$ cat config.mk
export PLATFORM = sky130hd
export DESIGN_NAME = byte_packer_flat
export DESIGN_NICKNAME = d
export VERILOG_FILES = /design/src/rtl/packer_pkg.sv /design/src/rtl/byte_packer_if.sv /design/src/rtl/byte_lane_demux.sv /design/src/rtl/byte_packer.sv /design/src/flat_wrapper.sv
export SDC_FILE = /design/constraint.sdc
export NUM_CORES = 1
export LEC_CHECK = 0
export BUFFER_PORTS_ARGS = -buffer_cell sky130_fd_sc_hd__buf_4
export CAP_MARGIN = 20
export CORE_MARGIN = 10
export CORE_UTILIZATION = 49
export DETAILED_ROUTE_END_ITERATION = 10
export HOLD_SLACK_MARGIN = 0.12
export PLACE_DENSITY_LB_ADDON = 0.08
export SKIP_CTS_REPAIR_TIMING = 1
export SLEW_MARGIN = 5
export SYNTH_ARGS = -nofsm -noshare
export SYNTH_HDL_FRONTEND = slang
export SYNTH_HIERARCHICAL = 1
export SYNTH_SLANG_ARGS = --single-unit
$ cat constraint.sdc
create_clock -name clk -period 2.3 [get_ports clk]
set_input_delay 0.345 -clock clk [delete_from_list [all_inputs] [get_ports clk]]
set_output_delay 0.345 -clock clk [all_outputs]
set_load 0.01 [all_outputs]
$ cat src/rtl/packer_pkg.sv
// Shared constants and types for the byte packer.
//   BYTE_W - width of one input byte
//   LANES  - byte lanes per output word
//   WORD_W - width of the packed output word
//   LVL_W  - width of the lane-level counter
//   state_t - packer FSM state: FILL (collecting bytes) / FULL (word pending)
package packer_pkg;
  localparam int BYTE_W = 8;
  localparam int LANES  = 16;
  localparam int WORD_W = 128;
  localparam int LVL_W  = 4;

  typedef enum logic {
    FILL = 1'b0,
    FULL = 1'b1
  } state_t;
endpackage

$ cat src/rtl/byte_packer_if.sv
// Bundle of the byte-in / word-out handshakes of the byte packer.
//   clear              - synchronous abort of any partial or pending word
//   in_valid/in_byte   - byte stream from the producer
//   in_ready           - packer accepts in_byte this cycle
//   out_valid/out_word - completed 128-bit word, byte k at [8k+7:8k]
//   out_ready          - consumer takes out_word this cycle
//   level              - lanes written in the word being filled
// Modports: master = producer/consumer side, slave = the packer.
interface byte_packer_if;
  import packer_pkg::*;

  logic                 clear;
  logic                 in_valid;
  logic [BYTE_W-1:0]    in_byte;
  logic                 in_ready;
  logic                 out_valid;
  logic [WORD_W-1:0]    out_word;
  logic                 out_ready;
  logic [LVL_W-1:0]     level;

  modport master (
    output clear, in_valid, in_byte, out_ready,
    input  in_ready, out_valid, out_word, level
  );

  modport slave (
    input  clear, in_valid, in_byte, out_ready,
    output in_ready, out_valid, out_word, level
  );
endinterface

$ cat src/rtl/byte_lane_demux.sv
// Lane write-enable decoder: turns the current fill level into a one-hot
// write strobe for the byte lane that receives the next accepted byte.
// Mirror image of a 16-way byte-select mux.
//   level   - lane index to be written (0..15)
//   accept  - a byte is being accepted this cycle
//   lane_we - one-hot lane write enables (all zero when not accepting)
module byte_lane_demux
  import packer_pkg::*;
(
  input  logic [LVL_W-1:0] level,
  input  logic             accept,
  output logic [LANES-1:0] lane_we
);

  generate
    for (genvar gi = 0; gi < LANES; gi++) begin : g_lane_we
      assign lane_we[gi] = accept && (level == LVL_W'(gi));
    end
  endgenerate

endmodule

$ cat src/rtl/byte_packer.sv
// Byte-serial to 128-bit word packer. Bytes accepted over the input
// handshake are written into successive byte lanes; once all 16 lanes are
// filled the word is offered on the output handshake. While a word is
// pending, a new byte is only taken in the same cycle the word is handed
// off, so a full-rate stream flows with no bubble at word boundaries.
//   clk - system clock, rising edge
//   rst - synchronous active-high reset (overrides clear)
//   bus - byte_packer_if slave modport (handshakes, clear, level)
module byte_packer
  import packer_pkg::*;
(
  input  logic          clk,
  input  logic          rst,
  byte_packer_if.slave  bus
);

  state_t               state_reg;
  logic [LVL_W-1:0]     level_reg;
  logic [BYTE_W-1:0]    lane_reg [LANES];
  logic [LANES-1:0]     lane_we;
  logic [WORD_W-1:0]    word_flat;
  logic                 accept;
  logic                 handoff;

  // In FULL the only way to take a byte is alongside the hand-off; clear
  // blocks both directions for its cycle.
  assign bus.in_ready  = !bus.clear && ((state_reg == FILL) || bus.out_ready);
  assign bus.out_valid = (state_reg == FULL);
  assign bus.level     = level_reg;

  assign accept  = bus.in_valid && bus.in_ready;
  assign handoff = (state_reg == FULL) && bus.out_ready && !bus.clear;

  byte_lane_demux u_demux (
    .level   (level_reg),
    .accept  (accept),
    .lane_we (lane_we)
  );

  // One register per byte lane; clear leaves lane contents untouched, and
  // since accept is already suppressed during clear no extra gating is needed.
  generate
    for (genvar gi = 0; gi < LANES; gi++) begin : g_lane
      always_ff @(posedge clk) begin
        if (rst) begin
          lane_reg[gi] <= '0;
        end else if (lane_we[gi]) begin
          lane_reg[gi] <= bus.in_byte;
        end
      end
    end
  endgenerate

  always_comb begin
    word_flat = '0;
    for (int i = 0; i < LANES; i++) begin
      word_flat[i*BYTE_W +: BYTE_W] = lane_reg[i];
    end
  end

  assign bus.out_word = word_flat;

  // Level is 0 throughout FULL (it wrapped on the 16th byte), so a byte
  // accepted together with the hand-off lands in lane 0 and level goes to 1.
  always_ff @(posedge clk) begin
    if (rst) begin
      state_reg <= FILL;
      level_reg <= '0;
    end else if (bus.clear) begin
      state_reg <= FILL;
      level_reg <= '0;
    end else begin
      if (accept) begin
        level_reg <= level_reg + 1'b1;
      end
      case (state_reg)
        FILL: begin
          if (accept && (level_reg == LVL_W'(LANES - 1))) begin
            state_reg <= FULL;
          end
        end
        FULL: begin
          if (handoff) begin
            state_reg <= FILL;
          end
        end
        default: state_reg <= FILL;
      endcase
    end
  end

endmodule

$ cat src/flat_wrapper.sv
// flat-port wrapper written by rule: the top's interface ports become plain ports
module byte_packer_flat import packer_pkg::*;
  (clk, rst, bus_clear, bus_in_valid, bus_in_byte, bus_out_ready, bus_in_ready, bus_out_valid, bus_out_word, bus_level);
  byte_packer_if bus_i ();
  input  logic clk;
  input  logic rst;
  input wire logic [$bits(bus_i.clear)-1:0] bus_clear;
  input wire logic [$bits(bus_i.in_valid)-1:0] bus_in_valid;
  input wire logic [$bits(bus_i.in_byte)-1:0] bus_in_byte;
  input wire logic [$bits(bus_i.out_ready)-1:0] bus_out_ready;
  output wire logic [$bits(bus_i.in_ready)-1:0] bus_in_ready;
  output wire logic [$bits(bus_i.out_valid)-1:0] bus_out_valid;
  output wire logic [$bits(bus_i.out_word)-1:0] bus_out_word;
  output wire logic [$bits(bus_i.level)-1:0] bus_level;
  assign bus_i.clear = bus_clear;
  assign bus_i.in_valid = bus_in_valid;
  assign bus_i.in_byte = bus_in_byte;
  assign bus_i.out_ready = bus_out_ready;
  assign bus_in_ready = bus_i.in_ready;
  assign bus_out_valid = bus_i.out_valid;
  assign bus_out_word = bus_i.out_word;
  assign bus_level = bus_i.level;
  byte_packer u_core (.clk(clk), .rst(rst), .bus(bus_i));
endmodule
==> results.yml <==
outcome:
  status: "finished clean"
clock_tree:
  cts-htree-levels: 4
  ctsRootBufferMaster: "clkbuf_8"
  clock_path_buffers: 2
  clk_latency_ns: 0.51
  cts_buffers: 17
  cts_tree: "yes"
  cts.clk_slew.worst_paths_ns: 0.06
  clock-sinks: 133
synth:
  synth-compound-area-share_pct: 1.09
  synth-adder-area-share_pct: 0.237
  synth_top_cell_area_share_pct: 72.8
  ys_warn_count: 6
  synthXorXnorAreaFrac_pct: 0
  synth-simple-area-share_pct: 22.7
  postSynthRegisterBits: 133
  syn_area_per_cell_sq_um: 15.0
  synth.area.top_cells: "edfxtp_1, and2_1, nor2b_1, or2_2, dfxtp_1"
  syn_inst: 353
  ys_seq_area_share_pct: 74.7
  syn_nets: 367
  ys_types: 26
  syn-cell-area_sq_um: 5280
  synth_mux_area_share_pct: 0
  synth_top_family_by_area: "simple AND/OR/NAND/NOR gates"
  synth_top_area_cell: "edfxtp_1"
timing:
  fin_setup_tns_ns: 0
  fin_crit_sh_pct: 86.8
  final-hold-violation-count: 0
  tightest_slew_ns: 0.454
  fmax_ghz: 0.501
  grt_setup_unrepaired: "false"
  slew_headroom_pct: 69.7
  skew_ns: 0.00681
  timing.final.ws_setup_ns: 0.303
  timing.final.crit_period_ns: 2.00
  setup_viol_count_final: 0
  drv_slew: 0
drt:
  drt_iter0_markers: 251
  dr.pass1.iters: 4
  drt-total-wl_mm: 13.0
  ant_nets: 0
  viasPerCell: 4.88
  vias: 3198
  wl_per_cell_um: 19.8
  drc: 0
global_routing:
  grt_pass1_vias: 3337
  grt_overflow_total: 0
  grt_max_degree: 35
  grt_use_total_pct: 17.2
  grt_pass1_wl_mm: 19.5
  antenna_found_initial: 0
placement:
  place_congestion: 0.768
  port_buffers: 146
  post-place-ws_ns: 0.162
  place_hpwl_mm: 8.87
layout:
  multi_input_area_sq_um: 1270
  seqCellArea_sq_um: 3940
  final_common_cell: "buf_4"
  largest_register_ffs: 128
  num-nets-final: 521
  drive_gt1_share_pct: 38.1
  num-fill-cells: 788
  syn_to_final_growth_pct: 33.4
  final_cell_mix: "buf_4, and2_1, edfxtp_1, nor2b_1, or2_2"
  antenna_cells: 0
setup_path:
  crit_path_end_kind: "flop"
  worstPathRequired_ns: 2.68
  crit_type: "flop to flop"
  worstSetupStartpointType: "flop"
  arrival_ns: 2.38
  worstPathMaxFanout: 8
pwr:
  leakage_nw: 2.92
  max-vdd-ir-drop_mv: 0.477
  power.density_nw_per_um2: 788
hold_path:
  hold_class: "input port to flop"
floorplanning:
  fp.dieH_um: 124
  die-area_sq_um: 15300
  core_sq_um: 10400
  initial_core_util_pct: 50.7
  ios: 147
  num_rows: 37
  dieWidth_um: 124
job:
  maxCapViolCount: 0
-- cell families after synthesis --
kind of cell	count (synthesis)
flops	133
compound gates	9
buf+inv	14
simple gates	196
fa+ha+maj	1
-- metal layers --
| metal | vias up | track usage [%] | routed length (um) |
|---|---|---|---|
| met2 | 122 | 27.4 | 6310 |
| met3 | 16 | 6.52 | 1290 |
| met1 | 1526 | 21.2 | 5210 |
| met5 | - | 0 | 0 |
| met4 | 0 | 5.90 | 160 |
| li1 | 1534 | - | - |
-- per-stage QoR --
stage	cell area [sq um]	std cells	power (mW)	hold slack (ns)	util [%]
3_5_place_dp	6500	624	3.14	0.573	62.4
2_1_floorplan	5280	353	2.93	0.509	-
6_report	7050	656	5.55	0.112	67.6
3_3_place_gp	6500	624	3.14	0.562	62.4
5_1_grt	7050	656	5.73	0.126	67.6
4_1_cts	7050	656	5.60	0.0864	67.6
-- path summary, 6_finish.rpt --
kind | start | endpoint | slack (ns) | cells after the start
worst max-delay path | u_core/bus.out_valid | u_core/lane_reg[0][30] | 0.30 | 6
worst min-delay path | bus_clear | u_core/bus.out_valid | 0.11 | 3
worst max register to register | u_core/bus.out_valid | u_core/lane_reg[0][30] | 0.30 | 6
worst min register to register | u_core/bus.level[2] | u_core/bus.level[2] | 0.58 | 2
-- worst max-delay path, stage by stage (launching register included) --
cell	delay [ns]
dfxtp_1	0.32
nor2b_1	0.16
nor2_1	0.20
or3b_4	0.44
nor2_1	0.15
nor2b_1	0.40
and2_1	0.20
-- power breakdown --
part	switching [mW]	leakage (nW)	internal [mW]	total (mW)
Sequential	0.0314	1.36	2.73	2.76
Clock	1.03	0.258	1.44	2.47
Combinational	0.188	1.30	0.134	0.321
-- cells in the mapped netlist --
cell type	n
nand2_1	2
or4_1	2
nor4_1	1
a21oi_1	3
o21a_1	3
o31ai_1	2
or3_1	1
nor3_2	1
nor2b_1	17
nor2_1	15
and2_1	128
nor3b_1	1
inv_1	1
edfxtp_1	128
nand2b_1	2
ha_1	1
nand3_1	2
buf_6	2
clkbuf_1	11
nand2b_4	1
nand3b_1	2
or2_2	17
nor3_1	3
o21ai_0	1
dfxtp_1	5
or3b_4	1
-- final cells by class --
class / instances / share of cell area (%)
tap: 136 / 2.42
timing repair buffer: 148 / 15.8
multi-input combinational: 206 / 18.0
clock buffer: 18 / 5.93
clock inverter: 14 / 1.83
sequential: 133 / 56.0
inverter: 1 / 0.0533
(Power assumes the default switching activity.)
